<file path="src/rtl/hazard_stall_ctrl_pkg.sv">
// Shared definitions for the RV32I pipeline hazard/stall controller:
// FSM encoding, the x0 register index and the default memory-wait timeout.
package hazard_stall_ctrl_pkg;

    typedef enum logic {
        RUN      = 1'b0,
        MEM_WAIT = 1'b1
    } hz_state_e;

    localparam logic [4:0] REG_X0          = 5'd0;
    localparam int         MEM_TIMEOUT_DEF = 200;

endpackage

</file>
<file path="src/rtl/hazard_stall_ctrl_if.sv">
// Pipeline-side hazard inputs and stall/flush controls of the hazard controller.
// The pipeline drives through master; the controller consumes through slave.
interface hazard_stall_ctrl_if;
    logic [4:0]  ID_Rs1_addr;
    logic [4:0]  ID_Rs2_addr;
    logic        ID_use_rs1;
    logic        ID_use_rs2;
    logic        EX_MemRead;
    logic [4:0]  EX_Rd_addr;
    logic        EX_branch_taken;
    logic        MEM_req;
    logic        MEM_ack;
    logic        PC_stall;
    logic        IF_ID_stall;
    logic        IF_ID_flush;
    logic        ID_EX_stall;
    logic        ID_EX_flush;
    logic        EX_MEM_stall;
    logic        MEM_WB_flush;
    logic        MEM_abort;
    logic        mem_err;
    logic [31:0] stall_cnt;

    modport master (
        output ID_Rs1_addr, ID_Rs2_addr, ID_use_rs1, ID_use_rs2,
               EX_MemRead, EX_Rd_addr, EX_branch_taken, MEM_req, MEM_ack,
        input  PC_stall, IF_ID_stall, IF_ID_flush, ID_EX_stall, ID_EX_flush,
               EX_MEM_stall, MEM_WB_flush, MEM_abort, mem_err, stall_cnt
    );

    modport slave (
        input  ID_Rs1_addr, ID_Rs2_addr, ID_use_rs1, ID_use_rs2,
               EX_MemRead, EX_Rd_addr, EX_branch_taken, MEM_req, MEM_ack,
        output PC_stall, IF_ID_stall, IF_ID_flush, ID_EX_stall, ID_EX_flush,
               EX_MEM_stall, MEM_WB_flush, MEM_abort, mem_err, stall_cnt
    );
endinterface

</file>
<file path="src/rtl/hazard_ldu_detect.sv">
// Combinational load-use detector: a load in EX whose rd (non-x0) is read
// by the instruction currently in ID.
module hazard_ldu_detect
    import hazard_stall_ctrl_pkg::*;
(
    input  logic       ex_mem_read_i,
    input  logic [4:0] ex_rd_addr_i,
    input  logic       id_use_rs1_i,
    input  logic [4:0] id_rs1_addr_i,
    input  logic       id_use_rs2_i,
    input  logic [4:0] id_rs2_addr_i,
    output logic       load_use_o
);

    logic rs1_hit;
    logic rs2_hit;

    assign rs1_hit    = id_use_rs1_i && (id_rs1_addr_i == ex_rd_addr_i);
    assign rs2_hit    = id_use_rs2_i && (id_rs2_addr_i == ex_rd_addr_i);
    assign load_use_o = ex_mem_read_i && (ex_rd_addr_i != REG_X0) && (rs1_hit || rs2_hit);

endmodule

</file>
<file path="src/rtl/hazard_stall_ctrl.sv">
// Stall/flush controller for the 5-stage core: load-use bubbles, EX branch
// flushes and whole-pipe freezes on slow data memory, with a wait timeout.
module hazard_stall_ctrl
    import hazard_stall_ctrl_pkg::*;
#(
    parameter int TO_W        = 8,
    parameter int MEM_TIMEOUT = MEM_TIMEOUT_DEF
) (
    input  logic              clk,
    input  logic              rst_n,
    hazard_stall_ctrl_if.slave pif
);

    hz_state_e         state_q, state_d;
    logic [TO_W-1:0]   to_cnt_q, to_cnt_d;
    logic              mem_err_q, mem_err_d;
    logic [31:0]       stall_cnt_q, stall_cnt_d;

    logic load_use;
    logic timeout_hit;
    logic mem_hold;
    logic abort;
    logic pc_stall, if_id_stall, if_id_flush, id_ex_stall, id_ex_flush;
    logic ex_mem_stall, mem_wb_flush;

    hazard_ldu_detect u_ldu (
        .ex_mem_read_i (pif.EX_MemRead),
        .ex_rd_addr_i  (pif.EX_Rd_addr),
        .id_use_rs1_i  (pif.ID_use_rs1),
        .id_rs1_addr_i (pif.ID_Rs1_addr),
        .id_use_rs2_i  (pif.ID_use_rs2),
        .id_rs2_addr_i (pif.ID_Rs2_addr),
        .load_use_o    (load_use)
    );

    assign timeout_hit = (state_q == MEM_WAIT) && (to_cnt_q == TO_W'(MEM_TIMEOUT - 1));
    // A same-cycle ack beats the timeout, so abort needs ~MEM_ack as well.
    assign mem_hold    = pif.MEM_req && !pif.MEM_ack && !timeout_hit;
    assign abort       = timeout_hit && pif.MEM_req && !pif.MEM_ack;

    always_ff @(posedge clk or negedge rst_n) begin
        if (!rst_n) begin
            state_q     <= RUN;
            to_cnt_q    <= '0;
            mem_err_q   <= 1'b0;
            stall_cnt_q <= '0;
        end else begin
            state_q     <= state_d;
            to_cnt_q    <= to_cnt_d;
            mem_err_q   <= mem_err_d;
            stall_cnt_q <= stall_cnt_d;
        end
    end

    always_comb begin
        state_d      = RUN;
        to_cnt_d     = '0;
        pc_stall     = 1'b0;
        if_id_stall  = 1'b0;
        if_id_flush  = 1'b0;
        id_ex_stall  = 1'b0;
        id_ex_flush  = 1'b0;
        ex_mem_stall = 1'b0;
        mem_wb_flush = 1'b0;
        if (mem_hold) begin
            // Freeze everything up to MEM; EX hazards are re-evaluated after the hold.
            state_d      = MEM_WAIT;
            to_cnt_d     = (state_q == MEM_WAIT) ? to_cnt_q + TO_W'(1) : '0;
            pc_stall     = 1'b1;
            if_id_stall  = 1'b1;
            id_ex_stall  = 1'b1;
            ex_mem_stall = 1'b1;
            mem_wb_flush = 1'b1;
        end else begin
            mem_wb_flush = abort;
            if (pif.EX_branch_taken) begin
                if_id_flush = 1'b1;
                id_ex_flush = 1'b1;
            end else if (load_use) begin
                pc_stall    = 1'b1;
                if_id_stall = 1'b1;
                id_ex_flush = 1'b1;
            end
        end
        mem_err_d   = mem_err_q || abort;
        stall_cnt_d = stall_cnt_q + 32'(pc_stall);
    end

    // Controls are forced low for as long as reset is held.
    assign pif.PC_stall     = rst_n && pc_stall;
    assign pif.IF_ID_stall  = rst_n && if_id_stall;
    assign pif.IF_ID_flush  = rst_n && if_id_flush;
    assign pif.ID_EX_stall  = rst_n && id_ex_stall;
    assign pif.ID_EX_flush  = rst_n && id_ex_flush;
    assign pif.EX_MEM_stall = rst_n && ex_mem_stall;
    assign pif.MEM_WB_flush = rst_n && mem_wb_flush;
    assign pif.MEM_abort    = rst_n && abort;
    assign pif.mem_err      = mem_err_q;
    assign pif.stall_cnt    = stall_cnt_q;

endmodule

</file>
<file path="src/flat_wrapper.sv">
// flat-port wrapper written by rule: the top's interface ports become plain ports
module hazard_stall_ctrl_flat import hazard_stall_ctrl_pkg::*;
#(
    parameter int TO_W        = 8,
    parameter int MEM_TIMEOUT = MEM_TIMEOUT_DEF
)
  (clk, rst_n, pif_ID_Rs1_addr, pif_ID_Rs2_addr, pif_ID_use_rs1, pif_ID_use_rs2, pif_EX_MemRead, pif_EX_Rd_addr, pif_EX_branch_taken, pif_MEM_req, pif_MEM_ack, pif_PC_stall, pif_IF_ID_stall, pif_IF_ID_flush, pif_ID_EX_stall, pif_ID_EX_flush, pif_EX_MEM_stall, pif_MEM_WB_flush, pif_MEM_abort, pif_mem_err, pif_stall_cnt);
  hazard_stall_ctrl_if pif_i ();
  input  logic clk;
  input  logic rst_n;
  input wire logic [$bits(pif_i.ID_Rs1_addr)-1:0] pif_ID_Rs1_addr;
  input wire logic [$bits(pif_i.ID_Rs2_addr)-1:0] pif_ID_Rs2_addr;
  input wire logic [$bits(pif_i.ID_use_rs1)-1:0] pif_ID_use_rs1;
  input wire logic [$bits(pif_i.ID_use_rs2)-1:0] pif_ID_use_rs2;
  input wire logic [$bits(pif_i.EX_MemRead)-1:0] pif_EX_MemRead;
  input wire logic [$bits(pif_i.EX_Rd_addr)-1:0] pif_EX_Rd_addr;
  input wire logic [$bits(pif_i.EX_branch_taken)-1:0] pif_EX_branch_taken;
  input wire logic [$bits(pif_i.MEM_req)-1:0] pif_MEM_req;
  input wire logic [$bits(pif_i.MEM_ack)-1:0] pif_MEM_ack;
  output wire logic [$bits(pif_i.PC_stall)-1:0] pif_PC_stall;
  output wire logic [$bits(pif_i.IF_ID_stall)-1:0] pif_IF_ID_stall;
  output wire logic [$bits(pif_i.IF_ID_flush)-1:0] pif_IF_ID_flush;
  output wire logic [$bits(pif_i.ID_EX_stall)-1:0] pif_ID_EX_stall;
  output wire logic [$bits(pif_i.ID_EX_flush)-1:0] pif_ID_EX_flush;
  output wire logic [$bits(pif_i.EX_MEM_stall)-1:0] pif_EX_MEM_stall;
  output wire logic [$bits(pif_i.MEM_WB_flush)-1:0] pif_MEM_WB_flush;
  output wire logic [$bits(pif_i.MEM_abort)-1:0] pif_MEM_abort;
  output wire logic [$bits(pif_i.mem_err)-1:0] pif_mem_err;
  output wire logic [$bits(pif_i.stall_cnt)-1:0] pif_stall_cnt;
  assign pif_i.ID_Rs1_addr = pif_ID_Rs1_addr;
  assign pif_i.ID_Rs2_addr = pif_ID_Rs2_addr;
  assign pif_i.ID_use_rs1 = pif_ID_use_rs1;
  assign pif_i.ID_use_rs2 = pif_ID_use_rs2;
  assign pif_i.EX_MemRead = pif_EX_MemRead;
  assign pif_i.EX_Rd_addr = pif_EX_Rd_addr;
  assign pif_i.EX_branch_taken = pif_EX_branch_taken;
  assign pif_i.MEM_req = pif_MEM_req;
  assign pif_i.MEM_ack = pif_MEM_ack;
  assign pif_PC_stall = pif_i.PC_stall;
  assign pif_IF_ID_stall = pif_i.IF_ID_stall;
  assign pif_IF_ID_flush = pif_i.IF_ID_flush;
  assign pif_ID_EX_stall = pif_i.ID_EX_stall;
  assign pif_ID_EX_flush = pif_i.ID_EX_flush;
  assign pif_EX_MEM_stall = pif_i.EX_MEM_stall;
  assign pif_MEM_WB_flush = pif_i.MEM_WB_flush;
  assign pif_MEM_abort = pif_i.MEM_abort;
  assign pif_mem_err = pif_i.mem_err;
  assign pif_stall_cnt = pif_i.stall_cnt;
  hazard_stall_ctrl #(.TO_W(TO_W), .MEM_TIMEOUT(MEM_TIMEOUT)) u_core (.clk(clk), .rst_n(rst_n), .pif(pif_i));
endmodule
</file>
<file path="config.mk">
export PLATFORM = sky130hd
export DESIGN_NAME = hazard_stall_ctrl_flat
export DESIGN_NICKNAME = d
export VERILOG_FILES = /design/src/rtl/hazard_stall_ctrl_pkg.sv /design/src/rtl/hazard_stall_ctrl_if.sv /design/src/rtl/hazard_ldu_detect.sv /design/src/rtl/hazard_stall_ctrl.sv /design/src/flat_wrapper.sv
export SDC_FILE = /design/constraint.sdc
export NUM_CORES = 1
export LEC_CHECK = 0
export ABC_AREA = 1
export CAP_MARGIN = 20
export CORE_MARGIN = 2
export CORE_UTILIZATION = 44
export DETAILED_ROUTE_END_ITERATION = 6
export GPL_TIMING_DRIVEN = 0
export PLACE_DENSITY = 0.89
export SLEW_MARGIN = 10
export SYNTH_ARGS = -nofsm -noshare
export SYNTH_HDL_FRONTEND = slang
export SYNTH_SLANG_ARGS = --single-unit
</file>
<file path="constraint.sdc">
create_clock -name clk -period 2.06 [get_ports clk]
set_input_delay 0.206 -clock clk [delete_from_list [all_inputs] [get_ports clk]]
set_output_delay 0.206 -clock clk [all_outputs]
set_load 0.02 [all_outputs]
</file>
==> flow_summary.toml, run 1 <==
[sta]
whs_ns = 0.480
slew_headroom_pct = 56.7
rsz0062_at_grt = "true"
finalCritPeriodShare_pct = 112
maxSlewViolCount = 0
finalClockSkew_ns = 0.0126
hold_viol_final = 0
setup_viol = 23
finalWorstSetupSlack_ns = -0.239
max_freq_mhz = 435
min_period_ns = 2.30
worst-slew-pin-transition_ns = 0.647

[yosys]
yosysWarnings = 0
yosysUniqueCellTypes = 25
syn_nets = 320
syn_area_um2 = 2400
synth-seq-cells = 42
synth_top_area_share_pct = 43.8
synth.most_common_cell = "nand2_1"
synthFlopType = "dfrtp_1"
synth_common_cells = "nand2_1, dfrtp_1, nor2_1"
yosysSeqAreaShare_pct = 43.8
syn_inst = 294
synth-edff-count = 0
synth_top_area_cell = "dfrtp_1"
syn_avg_cell_area_um2 = 8.17
synth.area.top_cells = "dfrtp_1, nand2_1, xor2_1"
ys_async_sr_fraction_pct = 100

[clock_network]
max-clock-path-buffers = 2
root_buffer = "clkbuf_8"
cts_tree = "yes"
clk_pin_slew_worst_paths_ns = 0.09
cts.sink_count = 42
htreeDepth = 2
worstSkewPairLatency_ns = 0.30
cts_buffers = 5

[drt]
drt-total-wl_mm = 6.66
avgViaCountPerCell = 5.08
wl_per_cell_um = 14.4
antenna_left = 0
dr.pass1.iters = 4
via_count = 2357
post-route-drc-count = 0
drt-initial-drc-count = 185

[power_and_ir_drop]
p_leak_uw = 0.00180
p_per_area_nw_per_um2 = 616
peakVddDrop_uv = 845

[die]
fp-row-count = 26
die_w_um = 77.9
fp.dieH_um = 77.9
start_util_pct = 46.4
io_pins = 64
core_um2 = 5170
die-area_um2 = 6070

[flow_run]
maxCapViolCount = 0

[grt]
antenna_found_initial = 0
overflow = 0
grt_pass1_vias = 2155
grt_pass1_wl_mm = 9.90
grtUsageTotal_pct = 20.3
grt_max_degree = 28

[finish]
num_antenna_cells = 0
fin_nets = 419
final_cells = 464
multi_input_area_um2 = 1350
final_area_um2 = 3650
area_growth_pct = 52.1
seqCellArea_um2 = 1050
nFillCells = 336
drive_gt1_share_pct = 24.1

[outcome]
status = "finished, violations left"
violations = "negative setup slack"

[place]
dpl_worst_slack_ns = -0.572
place_area_um2 = 3180
hpwl_mm = 4.25
place_congestion = 0.867
placed_cells = 428
numPortBuffers = 63

[setup_path]
path_class = "flip-flop to flip-flop"
worstSetupStartpointType = "flip-flop"
cp.required_ns = 2.28
critPathCaptureType = "flip-flop"
cp.arrival_ns = 2.52
crit_fanout = 3

[worst_hold_path]
hold_path.class = "input port to asynchronous set/reset pin"
## what timing repair did
item,in CTS,in global routing
gates cloned,0,0
hold buffers,3,0
resized for setup,30,40
setup buffers,14,12
pin swaps,11,17
setup endpoints to repair,26,28
hold endpoints to repair,15,0
## per-stage QoR
| stage | power [µW] | setup TNS, ns | util [%] |
|---|---|---|---|
| finish | 2250 | -2.73 | 70.6 |
| global route | 2330 | -4.75 | 70.6 |
| CTS | 2220 | -0.655 | 67.0 |
| detailed placement | 1420 | -10.17 | 61.5 |
| global placement | 1400 | -30.90 | 61.2 |
| floorplan | 1190 | -0.172 | - |
## report_power, final
| group | switching [µW] | leakage [µW] | total, µW | internal [µW] |
|---|---|---|---|---|
| registers | 117 | 0.000564 | 999 | 882 |
| clock network | 294 | 0.0000683 | 779 | 486 |
| logic | 234 | 0.00117 | 472 | 238 |
| total | 645 | 0.00180 | 2250 | 1610 |
## worst paths after layout
kind                                     startpoint  depth (start not counted)                        to  slack (ns)
max                              u_core.to_cnt_q[1]                         14  u_core.pif.stall_cnt[16]       -0.24
min                                           rst_n                          4        u_core.to_cnt_q[5]        0.48
min reg2reg                u_core.pif.stall_cnt[30]                          2  u_core.pif.stall_cnt[30]        0.50
max in group asynchronous                     rst_n                          3  u_core.pif.stall_cnt[30]        0.60
max reg2reg                      u_core.to_cnt_q[1]                         14  u_core.pif.stall_cnt[16]       -0.24
min in group clk           u_core.pif.stall_cnt[30]                          2  u_core.pif.stall_cnt[30]        0.50
## worst max-delay path, cell delays in order, from the launching register on
cell	delay, ns
dfrtp_1	0.41
ha_2	0.20
nand2_2	0.07
nor3_2	0.04
nand4_1	0.14
nand2_2	0.10
nand2_2	0.09
ha_4	0.15
ha_4	0.14
nand3_4	0.09
nor2_4	0.18
nand3b_4	0.14
buf_4	0.17
nor2_2	0.11
xor2_1	0.16
## kinds of logic after synthesis
group / count (synthesis) / synth area share [%]
buffers and inverters: 39 / 6.41
and+or+nand+nor: 172 / 34.9
DFF: 42 / 43.8
AOI/OAI and AO/OA: 6 / 1.35
adders and majority gates: 3 / 1.56
xor gates and xnor gates: 32 / 12.0
## routing by layer
| metal | wire (µm) | global-route usage, % |
|---|---|---|
| met1 | 2820 | 26.5 |
| met4 | 133 | 6.84 |
| met3 | 288 | 4.42 |
| met5 | 0 | 0 |
| met2 | 3420 | 33.5 |
## state kept, by name (all words and copies together) (netlist names)
register              cells
u_core.pif.mem_err        1
u_core.to_cnt_q           8
u_core.state_q            1
u_core.pif.stall_cnt     32
## layout by cell type (no fill, tap or decap), types with 7 or more instances in the layout
| master | Yosys | final |
|---|---|---|
| buf_4 | 2 | 28 |
| xnor2_1 | 12 | 10 |
| inv_1 | 34 | 31 |
| dfrtp_1 | 42 | 42 |
| xor2_1 | 19 | 19 |
| nand3_1 | 14 | 13 |
| nor2_1 | 40 | 35 |
| nand2_2 | 7 | 12 |
| clkdlybuf4s50_1 | 0 | 46 |
| nand2_1 | 76 | 70 |
| nor3_1 | 12 | 10 |
| nor2_4 | 6 | 7 |
## cell type report
type / count / area share (%)
Tap cell: 70 / 2.40
Timing Repair Buffer: 92 / 24.0
Buffer: 2 / 0.411
Multi-Input combinational cell: 213 / 36.8
Clock buffer: 5 / 1.88
Clock inverter: 3 / 1.88
Sequential cell: 42 / 28.8
Inverter: 37 / 3.87
Power figures use the tool's default switching activity.
==> inputs of run 2 (changes only) <==
--- a/config.mk
+++ b/config.mk
@@ -11,7 +11,7 @@
 export CORE_UTILIZATION = 44
 export DETAILED_ROUTE_END_ITERATION = 6
 export GPL_TIMING_DRIVEN = 0
-export PLACE_DENSITY = 0.89
+export PLACE_DENSITY_LB_ADDON = 0.3
 export SLEW_MARGIN = 10
 export SYNTH_ARGS = -nofsm -noshare
 export SYNTH_HDL_FRONTEND = slang
==> flow_summary.toml, run 2 (synthesis results as in run 1) <==
[sta]
min_period_ns = 2.22
finalClockSkew_ns = 0.00660
worst-slew-pin-transition_ns = 0.876
maxSlewViolCount = 0
rsz0062_at_grt = "true"
tns_ns = -1.62
finalWorstSetupSlack_ns = -0.163
whs_ns = 0.486
finalCritPeriodShare_pct = 108
max_freq_mhz = 450
slew_headroom_pct = 41.4
setup_viol = 23
hold_viol_final = 0

[finish]
largest_register_ffs = 32
num_antenna_cells = 0
final_cells = 464
fin_nets = 421
area_growth_pct = 51.1
final_common_cell = "nand2_1"
final_cell_mix = "nand2_1, clkdlybuf4s50_1, dfrtp_1"
seqCellArea_um2 = 1050
fin_util_pct = 70.2
nFillCells = 375
drive_gt1_share_pct = 24.4
multi_input_area_um2 = 1350

[drt]
via_count = 2232
drt-initial-drc-count = 124
drt-total-wl_mm = 5.75
antenna_left = 0
wl_per_cell_um = 12.4
dr.pass1.iters = 5
avgViaCountPerCell = 4.81
post-route-drc-count = 0

[outcome]
violations = "negative setup slack"
status = "finished, violations left"

[die]
die-area_um2 = 6070
fp-row-count = 26
core_um2 = 5170
die_w_um = 77.9
fp.dieH_um = 77.9
io_pins = 64
start_util_pct = 46.4

[setup_path]
worstSetupStartpointType = "flip-flop"
critPathCaptureType = "flip-flop"
cp.arrival_ns = 2.44
path_class = "flip-flop to flip-flop"
cp.required_ns = 2.28
crit_fanout = 3

[grt]
grt_max_degree = 23
antenna_found_initial = 0
grtUsageTotal_pct = 19.3
overflow = 0
grt_pass1_wl_mm = 9.44
grt_pass1_vias = 2187

[place]
dpl_worst_slack_ns = -0.559
place_congestion = 0.850
numPortBuffers = 63
hpwl_mm = 3.97
placed_cells = 428

[power_and_ir_drop]
p_per_area_nw_per_um2 = 541
p_leak_uw = 0.00174
peakVddDrop_uv = 480

[worst_hold_path]
hold_path.class = "input port to asynchronous set/reset pin"

[clock_network]
htreeDepth = 2
worstSkewPairLatency_ns = 0.29
max-clock-path-buffers = 2
cts_tree = "yes"
clk_pin_slew_worst_paths_ns = 0.07
root_buffer = "clkbuf_8"
cts_buffers = 5
cts.sink_count = 42

[flow_run]
maxCapViolCount = 0
-- run 2: final timing paths --
kind	depth (start not counted)	end	startpoint	slack, ns
setup / recovery	14	u_core.pif.stall_cnt[17]	u_core.to_cnt_q[0]	-0.16
hold / removal	3	u_core.pif.stall_cnt[22]	rst_n	0.49
setup reg to reg	14	u_core.pif.stall_cnt[17]	u_core.to_cnt_q[0]	-0.16
hold reg to reg	1	u_core.pif.mem_err	u_core.pif.mem_err	0.50
max in group asynchronous	3	u_core.pif.stall_cnt[1]	rst_n	0.27
min in group clk	1	u_core.pif.mem_err	u_core.pif.mem_err	0.50
-- run 2: area by class of cell --
cell class	instances	area share [%]
inverter	37	3.89
sequential	42	28.9
clock buffer	6	2.27
buffer	2	0.414
multi-input combinational	213	37.1
tap	70	2.41
timing repair buffer	94	24.9
-- run 2: per-stage QoR --
stage               total power (µW)  instance area [µm²]
floorplan                       1190                 2450
global placement                1400                 3170
detailed placement              1420                 3190
CTS                             1950                 3450
global route                    2070                 3630
finish                          1960                 3630
-- run 2: repair_timing --
item / CTS / global route
setup buffers: 19 / 10
resized for setup: 28 / 47
hold buffers: 2 / 0
pin swaps: 18 / 19
endpoints found under the hold margin: 20 / 0
endpoints found under the setup margin: 26 / 32
-- run 2: critical path, stage by stage (launching register included) --
cell and delay [ns]:
dfrtp_1 0.39, ha_2 0.19, nand2_2 0.07, nor3_2 0.04
nand4_1 0.15, nand2_2 0.09, nand2_2 0.08, ha_4 0.14
buf_4 0.12, nand3_4 0.09, nor2_4 0.20, buf_6 0.13
nand3_4 0.07, nor3_2 0.21, xor2_1 0.16
-- run 2: where the power goes --
group | switching (µW) | internal, µW | total (µW)
registers | 106 | 882 | 988
logic | 223 | 235 | 458
clock network | 259 | 258 | 517
-- run 2: per-layer routing --
| metal | share of wire (%) | GRT usage, % | routed length (µm) | vias to the layer above |
|---|---|---|---|---|
| met5 | 0 | 0 | 0 | - |
| met4 | 2.1 | 8.25 | 120 | 0 |
| met3 | 4.5 | 3.72 | 259 | 11 |
| met2 | 49 | 31.9 | 2810 | 82 |
| met1 | 45 | 24.7 | 2560 | 1032 |
| li1 | - | - | - | 1107 |
==> inputs of run 3 (changes only) <==
--- a/config.mk
+++ b/config.mk
@@ -9,6 +9,7 @@
 export CAP_MARGIN = 20
 export CORE_MARGIN = 2
 export CORE_UTILIZATION = 44
+export CTS_CLUSTER_DIAMETER = 30
 export DETAILED_ROUTE_END_ITERATION = 6
 export GPL_TIMING_DRIVEN = 0
 export PLACE_DENSITY_LB_ADDON = 0.3
==> results of run 3 <==
The final DEF is identical to that of run 2; final timing and power are the same.
